<file path="config.mk">
export PLATFORM = sky130hd
export DESIGN_NAME = instr_encode_loader
export DESIGN_NICKNAME = d
export VERILOG_FILES = /design/src/rtl/bubble_isa_pkg.sv /design/src/rtl/enc_fifo.sv /design/src/rtl/instr_encode_loader.sv
export SDC_FILE = /design/constraint.sdc
export NUM_CORES = 1
export LEC_CHECK = 0
export CORE_MARGIN = 4
export CORE_UTILIZATION = 50
export DETAILED_ROUTE_END_ITERATION = 8
export HOLD_SLACK_MARGIN = 0.1
export PLACE_DENSITY = 0.82
export SETUP_SLACK_MARGIN = 0.3
export SYNTH_ARGS = -nofsm -noshare
export SYNTH_HDL_FRONTEND = slang
export SYNTH_HIERARCHICAL = 1
export SYNTH_SLANG_ARGS = --single-unit
</file>
<file path="constraint.sdc">
create_clock -name clk -period 3.97 [get_ports clk]
set_input_delay 1.191 -clock clk [delete_from_list [all_inputs] [get_ports clk]]
set_output_delay 1.191 -clock clk [all_outputs]
set_load 0.03 [all_outputs]
</file>
<file path="src/rtl/bubble_isa_pkg.sv">
// bubble_isa_pkg -- BUBBLE ISA constants shared by the instruction encoder.
// Opcode IDs, instruction format classes, field bit positions and the
// opcode -> format lookup used to choose the packing layout.
package bubble_isa_pkg;

    localparam logic [5:0] OP_ADD  = 6'd0;
    localparam logic [5:0] OP_ADDI = 6'd1;
    localparam logic [5:0] OP_AND  = 6'd3;
    localparam logic [5:0] OP_ORI  = 6'd6;
    localparam logic [5:0] OP_LW   = 6'd8;
    localparam logic [5:0] OP_SW   = 6'd9;
    localparam logic [5:0] OP_J    = 6'd16;
    localparam logic [5:0] OP_SLT  = 6'd19;

    typedef enum logic [1:0] {FMT_R, FMT_I, FMT_J, FMT_ILL} fmt_t;

    // Field positions within a 32-bit BUBBLE word
    localparam int unsigned OP_LSB  = 26;
    localparam int unsigned RS_LSB  = 21;
    localparam int unsigned RT_LSB  = 16;
    localparam int unsigned RD_LSB  = 11;
    localparam int unsigned IMM16_W = 16;
    localparam int unsigned TGT_W   = 26;

    function automatic fmt_t opcode_fmt(input logic [5:0] id);
        fmt_t f;
        case (id)
            OP_ADD, OP_AND, OP_SLT:        f = FMT_R;
            OP_ADDI, OP_ORI, OP_LW, OP_SW: f = FMT_I;
            OP_J:                          f = FMT_J;
            default:                       f = FMT_ILL;
        endcase
        return f;
    endfunction

endpackage

</file>
<file path="src/rtl/enc_fifo.sv">
// enc_fifo -- synchronous FIFO holding encoded instruction words.
// Ports: clk, reset (async, active-high), push/wdata (write side),
//        pop/rdata (read side, rdata is the current head word, show-ahead),
//        full, empty status flags.
// A push while full is accepted when a pop happens in the same cycle.
module enc_fifo #(
    parameter int unsigned DEPTH = 4,
    parameter int unsigned WIDTH = 32
) (
    input  logic             clk,
    input  logic             reset,
    input  logic             push,
    input  logic [WIDTH-1:0] wdata,
    input  logic             pop,
    output logic [WIDTH-1:0] rdata,
    output logic             full,
    output logic             empty
);

    localparam int unsigned PW = $clog2(DEPTH);

    logic [WIDTH-1:0] mem [DEPTH];
    logic [PW:0]      wptr;
    logic [PW:0]      rptr;
    logic             do_push;
    logic             do_pop;

    assign do_pop  = pop && !empty;
    assign do_push = push && (!full || do_pop);

    always_ff @(posedge clk or posedge reset) begin
        if (reset) begin
            wptr <= '0;
            rptr <= '0;
        end else begin
            if (do_push) wptr <= wptr + 1'b1;
            if (do_pop)  rptr <= rptr + 1'b1;
        end
    end

    always_ff @(posedge clk) begin
        if (do_push) mem[wptr[PW-1:0]] <= wdata;
    end

    assign rdata = mem[rptr[PW-1:0]];
    assign empty = (wptr == rptr);
    assign full  = (wptr[PW] != rptr[PW]) && (wptr[PW-1:0] == rptr[PW-1:0]);

endmodule

</file>
<file path="src/rtl/instr_encode_loader.sv">
// instr_encode_loader -- packs decoded BUBBLE fields into 32-bit words and
// writes them to consecutive instruction-memory addresses.
// Ports: clk, reset (async, active-high); start/base_addr open a session;
//        in_valid/in_ready stream of fields (in_id, in_rs, in_rt, in_rd,
//        in_imm, in_last); mem_busy stalls writes; mem_we/mem_addr/mem_wdata
//        write port; count = words written this session; done; err (sticky
//        illegal opcode).
// Build option: define ENC_ILLEGAL_TRAP_EN to abort the session on an illegal
// opcode; otherwise the illegal word is dropped and loading continues.
module instr_encode_loader
    import bubble_isa_pkg::*;
#(
    parameter int unsigned ADDR_W     = 10,
    parameter int unsigned FIFO_DEPTH = 4
) (
    input  logic              clk,
    input  logic              reset,
    input  logic              start,
    input  logic [ADDR_W-1:0] base_addr,
    input  logic              in_valid,
    output logic              in_ready,
    input  logic [5:0]        in_id,
    input  logic [4:0]        in_rs,
    input  logic [4:0]        in_rt,
    input  logic [4:0]        in_rd,
    input  logic [25:0]       in_imm,
    input  logic              in_last,
    input  logic              mem_busy,
    output logic              mem_we,
    output logic [ADDR_W-1:0] mem_addr,
    output logic [31:0]       mem_wdata,
    output logic [ADDR_W-1:0] count,
    output logic              done,
    output logic              err
);

    typedef enum logic [1:0] {S_IDLE, S_LOAD, S_DONE} state_t;

    state_t            state;
    logic [ADDR_W-1:0] addr;
    logic              last_seen;

    fmt_t        fmt;
    logic [31:0] enc_word;
    logic        accept;
    logic        legal;
    logic        push_word;
    logic        do_write;
    logic        bypass;
    logic        fifo_push;
    logic        fifo_pop;
    logic        fifo_full;
    logic        fifo_empty;
    logic [31:0] fifo_head;
    logic [31:0] wr_word;

    // Packer
    always_comb begin
        fmt      = opcode_fmt(in_id);
        enc_word = '0;
        case (fmt)
            FMT_R: begin
                enc_word[OP_LSB +: 6] = in_id;
                enc_word[RS_LSB +: 5] = in_rs;
                enc_word[RT_LSB +: 5] = in_rt;
                enc_word[RD_LSB +: 5] = in_rd;
            end
            FMT_I: begin
                enc_word[OP_LSB +: 6]    = in_id;
                enc_word[RS_LSB +: 5]    = in_rs;
                enc_word[RT_LSB +: 5]    = in_rt;
                enc_word[IMM16_W-1:0]    = in_imm[IMM16_W-1:0];
            end
            FMT_J: begin
                enc_word[OP_LSB +: 6]    = in_id;
                enc_word[TGT_W-1:0]      = in_imm[TGT_W-1:0];
            end
            default: enc_word = '0;
        endcase
    end

    assign in_ready  = (state == S_LOAD) && !fifo_full && !last_seen;
    assign accept    = in_valid && in_ready;
    assign legal     = (fmt != FMT_ILL);
    assign push_word = accept && legal;

    // An incoming word bypasses an empty FIFO so it reaches memory one cycle
    // after acceptance; otherwise the FIFO head is written first to keep order.
    assign do_write  = !mem_busy && (!fifo_empty || push_word);
    assign bypass    = fifo_empty && push_word && !mem_busy;
    assign fifo_push = push_word && !bypass;
    assign fifo_pop  = do_write && !fifo_empty;
    assign wr_word   = fifo_empty ? enc_word : fifo_head;

    enc_fifo #(
        .DEPTH(FIFO_DEPTH),
        .WIDTH(32)
    ) u_fifo (
        .clk   (clk),
        .reset (reset),
        .push  (fifo_push),
        .wdata (enc_word),
        .pop   (fifo_pop),
        .rdata (fifo_head),
        .full  (fifo_full),
        .empty (fifo_empty)
    );

    always_ff @(posedge clk or posedge reset) begin
        if (reset) begin
            state     <= S_IDLE;
            addr      <= '0;
            last_seen <= 1'b0;
            mem_we    <= 1'b0;
            mem_addr  <= '0;
            mem_wdata <= '0;
            count     <= '0;
            done      <= 1'b0;
            err       <= 1'b0;
        end else begin
            mem_we <= do_write;
            if (do_write) begin
                mem_addr  <= addr;
                mem_wdata <= wr_word;
                addr      <= addr + 1'b1;
                count     <= (count == '1) ? count : count + 1'b1;
            end

            case (state)
                S_IDLE, S_DONE: begin
                    if (start) begin
                        state     <= S_LOAD;
                        addr      <= base_addr;
                        count     <= '0;
                        err       <= 1'b0;
                        last_seen <= 1'b0;
                        done      <= 1'b0;
                    end
                end
                S_LOAD: begin
                    if (accept) begin
                        if (!legal) begin
                            err <= 1'b1;
`ifdef ENC_ILLEGAL_TRAP_EN
                            last_seen <= 1'b1;
`else
                            if (in_last) last_seen <= 1'b1;
`endif
                        end else if (in_last) begin
                            last_seen <= 1'b1;
                        end
                    end
                    // No pushes follow last_seen, so an empty FIFO here means
                    // the final write is either on mem_we now or already done.
                    if (last_seen && fifo_empty) begin
                        state <= S_DONE;
                        done  <= 1'b1;
                    end
                end
                default: state <= S_IDLE;
            endcase
        end
    end

endmodule

</file>
==> metrics.cfg, run 1 <==
[min_path]
min_from = mem_addr[4]
hold_class = register to register
hold_end = mem_addr[4]
worstHoldPathCells = 2

[yosys]
yosys.cell_count.top_type = edfxtp_1
synth_edf_count = 128
synth-warning-count = 6
synth_top_area_frac = 0.435
syn-instance-count = 635
synth_common_cells = 128 x edfxtp_1, 87 x nand2_1, 74 x dfrtp_1, 56 x o21ai_0, 32 x mux4_2
syn_area_um2 = 8830
synth_area_leaders = edfxtp_1 44%, dfrtp_1 21%, mux4_2 8.2%
ys.flop_type = edfxtp_1
yosysTopAreaCell = edfxtp_1
synth_area_per_cell_um2 = 13.9
async_flop_share = 0.366
ys_ff_latch = 202
ys_types = 52
ys_seq_area_frac = 0.645

[route]
routed_via_density = 5.79
drt_pre_antenna_iters = 5
drtIter0Drc = 448
wl_mm = 21.3
drc = 0
routedWlPerCell_um = 20.6
vias = 5965
ant_nets = 0

[clocking]
htreeDepth = 1
root_buffer = clkbuf_16
cts_buffer_depth = 3
clock_latency_ns = 0.48
ctsHoldBuffers = 0
cts_sinks = 202
clkTransAtPathRegs_ns = 0.06
cts_buffers = 21
tritoncts = yes

[worst_setup_path]
required_ns = 4.36
cp-end-kind = register
critical_path_class = primary input to register
reg2reg_from = u_fifo/wptr[1]
reg2reg_setup_slack_ns = 1.20
r2r_end = u_fifo/mem[3][5]
reg2reg_depth = 9
arrival_ns = 3.93
crit_fanout = 8
cp-start-kind = primary input

[die]
row_count = 48
core_area_um2 = 17300
start_util = 0.510
die_y_um = 141
io_pins = 119
die_width_um = 141
dieArea_um2 = 19800

[sta]
worst_slack_ns = 0.431
max_freq_mhz = 283
rsz0062_at_grt = no
hold_viol = 0
finalCritPeriodShare = 0.891
layout_min_cycle_time_ns = 3.54
setup-tns-final_ns = 0
maxSlewHeadroom = 0.421
maxSlewViolCount = 0
skew_ns = 0.0123
holdWs_ns = 0.474
worst_pin_slew_ns = 0.868
setup_viol = 0

[layout]
finish.utilization = 0.656
num_antenna_cells = 0
regArea_um2 = 5700
area_growth_pct = 28.6
multiInputGateArea_um2 = 3010
fillCellCount = 1176
layout-drive-gt1-share = 0.165
fin_nets = 869

[global_routing]
antenna_found_initial = 0
first_global_vias = 6328
grt_usage = 0.216
overflow = 0
grt_first_pass_wirelength_mm = 34.2
grt_max_degree = 64

[placed_design]
dp_slack_ns = -0.341
dpl.hpwl_mm = 13.5
numPortBuffers = 118
gp_congestion = 0.831

[job]
cap_violations = 0

[pwr]
p_leak_nw = 4.14
ir_drop_uv = 451
power_density_nw_per_um2 = 690

[status]
outcome = complete, no violations

[cells in the final DEF (no fill, tap or decap), types with 11 or more instances in the layout]
| cell | synthesis | layout |
|---|---|---|
| clkbuf_16 | 0 | 21 |
| o21ai_0 | 56 | 56 |
| dfrtp_1 | 74 | 71 |
| a21oi_1 | 25 | 24 |
| clkbuf_1 | 22 | 11 |
| mux4_2 | 32 | 32 |
| clkdlybuf4s50_1 | 0 | 114 |
| nand3_1 | 13 | 13 |
| ha_1 | 15 | 14 |
| mux2i_1 | 31 | 31 |
| buf_12 | 0 | 13 |
| nand2_1 | 87 | 87 |
| nor2_1 | 17 | 17 |
| nor2b_1 | 14 | 14 |
| edfxtp_1 | 128 | 128 |
| a31oi_1 | 13 | 13 |
| buf_4 | 1 | 33 |
[through the flow]
stage                     total power, mW  std cells  area, µm²
final                                7.83       1030      11300
after global placement               5.94        990      10600
after CTS                            7.86       1030      11300
after detailed placement             6.08        990      10600
after global routing                 8.23       1030      11300
after floorplan                      4.98        638       8860
[cell type report]
cell class	instances	share of cell area
flip-flops and latches	202	0.502
multi-input cells	389	0.265
repair buffers	165	0.151
clock buffers	32	0.0499
well taps	225	0.0248
inverters	12	0.00430
clock inverters	5	0.00254
[what timing repair did]
action                                 in CTS  in global routing
endpoints found under the hold margin       0                  0
cloned                                      1                  0
buffers inserted                            2                  0
pin swaps                                   5                  1
setup endpoints to repair                 182                189
gates resized for setup                    13                  6
[routing by layer]
metal  vias up  global-route usage  part of all wire
li1       2673                   -                 -
met4         0              0.0658             0.024
met2       255               0.368              0.51
met3        44              0.0268             0.062
met5         -                   0                 0
met1      2993               0.293              0.40
[worst max path at each step]
stage          cells after the start      startpoint                end
4_1_cts                            5  u_fifo/wptr[0]           in_ready
3_3_place_gp                      13        in_id[0]  u_fifo/mem[1][24]
3_5_place_dp                      11        in_id[0]           count[3]
5_1_grt                           11        in_id[3]            addr[5]
2_1_floorplan                     14        in_id[0]           count[5]
6_report                          11        in_id[3]           count[0]
[worst max-delay path, stage by stage]
cell and delay [ns]:
clkdlybuf4s50_1 0.49, nor2_1 0.05, a21oi_1 0.14, nor2_1 0.08, or3_4 0.40, ha_4 0.18
or3b_2 0.45, o21a_4 0.27, buf_4 0.16, or3_1 0.34, a21oi_1 0.17
[sequential cells by signal, summed over array words and instances, names as in the netlist]
name and flops:
last_seen 1, mem_wdata 32, count 10, mem_we 1, addr 10, u_fifo/mem 128
u_fifo/rptr 3, err 1, state 2, done 1, u_fifo/wptr 3, mem_addr 10
[cells by family (layout without fill, tap and decap cells)]
logic type	count (synthesis)	in the layout	synth area share
compound gates	109	109	0.0709
xor+xnor	9	9	0.0132
fa+ha+maj	15	15	0.0213
buf+inv	47	214	0.0241
flops	202	202	0.645
mux	65	65	0.119
other cells	1	4	0.000425
simple gates	187	187	0.105
[where the power goes]
| part | switching [mW] | leakage [nW] | total (mW) | internal (mW) |
|---|---|---|---|---|
| Sequential | 0.307 | 2.08 | 2.93 | 2.63 |
| Combinational | 1.79 | 1.79 | 3.16 | 1.37 |
| Clock | 0.753 | 0.281 | 1.74 | 0.984 |
(Power assumes the default switching activity.)
==> inputs of run 2 (changes only) <==
- CORE_UTILIZATION: 50 -> 45
- CTS_CLUSTER_DIAMETER: default -> 200
- PLACE_DENSITY: 0.82 -> 0.75
==> run 2 against run 1 <==
Effect of this change: hold slack lost 0.00070 ns; highest routed layer unchanged; combinational power grew 1%; critical path type unchanged; count of clock-buffer cells in the layout shrank 10; critical endpoint is now u_fifo/mem[3][15]; flip-flop and latch count is the same.
==> metrics.cfg, run 2 (synthesized netlist as in run 1, its figures left out) <==
[status]
outcome = complete, no violations

[global_routing]
grt_max_degree = 64
grt_first_pass_wirelength_mm = 32.5
first_global_vias = 6129
overflow = 0
antenna_found_initial = 0
grt_usage = 0.184

[clocking]
cts_buffers = 20
tritoncts = yes
clock_latency_ns = 0.50
ctsHoldBuffers = 0
clkTransAtPathRegs_ns = 0.06
root_buffer = clkbuf_16
cts_buffer_depth = 3
htreeDepth = 1
cts_sinks = 202

[layout]
area_growth_pct = 31.7
final_common_cell = edfxtp_1
finish.utilization = 0.611
fillCellCount = 1454
layout_common_cells = 128 x edfxtp_1, 114 x clkdlybuf4s50_1, 87 x nand2_1, 70 x dfrtp_1, 56 x o21ai_0
largest_register_ffs = 128
fin_cells = 1077
num_antenna_cells = 0
fin_nets = 881
layout-drive-gt1-share = 0.192

[placed_design]
dpl.hpwl_mm = 13.3
gp_congestion = 0.856
dp.cells = 1033
numPortBuffers = 118

[pwr]
p_leak_nw = 4.27
ir_drop_uv = 479
power_density_nw_per_um2 = 699

[route]
wl_mm = 20.3
drtIter0Drc = 322
vias = 5909
routed_via_density = 5.49
drt_pre_antenna_iters = 5
ant_nets = 0
drc = 0
routedWlPerCell_um = 18.9

[worst_setup_path]
arrival_ns = 3.77
crit_fanout = 6
required_ns = 4.19
cp-start-kind = primary input
cp-end-kind = register
critical_path_class = primary input to register

[die]
die_width_um = 148
dieArea_um2 = 21900
start_util = 0.464
core_area_um2 = 19000
row_count = 50
die_y_um = 148
io_pins = 119

[sta]
layout_min_cycle_time_ns = 3.55
hold_viol = 0
maxSlewHeadroom = 0.432
skew_ns = 0.0255
max_freq_mhz = 282
rsz0062_at_grt = no
worst_pin_slew_ns = 0.852
maxSlewViolCount = 0
finalCritPeriodShare = 0.895
setup_viol = 0

[min_path]
hold_class = register to register

[job]
cap_violations = 0

[run 2: cell count changes in the layout (fill, tap and decap cells not counted), sizes merged, moves of 2 or more]
cell	before	now
clkbuf	33	25
o21a	2	4
bufinv	0	4
clkinv	4	10
buf	46	55
[run 2: worst paths after layout]
check / startpoint / endpoint / slack [ns] / depth (start not counted)
setup / recovery: in_id[3] / u_fifo/mem[3][15] / 0.42 / 13
hold / removal: mem_addr[8] / mem_addr[8] / 0.47 / 2
setup reg to reg: u_fifo/wptr[0] / u_fifo/mem[3][15] / 0.96 / 10
hold reg to reg: mem_addr[8] / mem_addr[8] / 0.47 / 2
max in group asynchronous: reset / mem_wdata[17] / 2.05 / 3
min in group asynchronous: reset / u_fifo/rptr[1] / 0.98 / 2
[run 2: area by class of cell]
type | count | area [µm²] | area share
Sequential cell | 202 | 5700 | 0.490
Multi-Input combinational cell | 391 | 3050 | 0.263
Timing Repair Buffer | 176 | 1790 | 0.154
Clock buffer | 22 | 518 | 0.0446
Tap cell | 260 | 325 | 0.0280
Clock inverter | 14 | 185 | 0.0159
Inverter | 12 | 50.0 | 0.00431
[run 2: stage by stage]
stage                     power [mW]  setup WS [ns]  hold WS, ns  instance area (µm²)  TNS (ns)
after floorplan                 4.98          0.321        0.460                 8860         0
after global placement          5.96         -0.268        0.448                10700    -41.11
after CTS                       8.10          0.292        0.476                11500         0
after detailed placement        6.06         -0.398        0.463                10700    -50.18
after global routing            8.58          0.318        0.502                11600         0
final                           8.12          0.418        0.474                11600         0
[run 2: timing repair]
item                                    4_1_cts  5_1_grt
endpoints found under the setup margin      185      171
resized for setup                            10       17
buffers inserted                              0        3
pin swaps                                     2        4
gates cloned                                  2        3
[run 2: routing by layer]
metal | track usage | up-vias | part of all wire
li1 | - | 2716 | -
met1 | 0.256 | 2929 | 0.44
met2 | 0.305 | 234 | 0.48
met3 | 0.0362 | 30 | 0.065
met4 | 0.0370 | 0 | 0.016
met5 | 0 | - | 0
[run 2: worst max-delay path, stage by stage]
cell,delay [ns]
clkdlybuf4s50_1,0.48
nor2_1,0.06
a21oi_1,0.15
nor2_1,0.07
or3_4,0.39
ha_4,0.19
buf_4,0.13
nand2b_1,0.16
nor3_2,0.23
and2_4,0.18
o41ai_4,0.09
clkinvlp_4,0.24
clkbuf_16,0.20
[run 2: where the power goes]
group	total, mW	switching [mW]	internal (mW)
sequential	2.93	0.299	2.63
combinational	3.20	1.78	1.41
clock	2.00	0.792	1.21
total	8.12	2.87	5.25
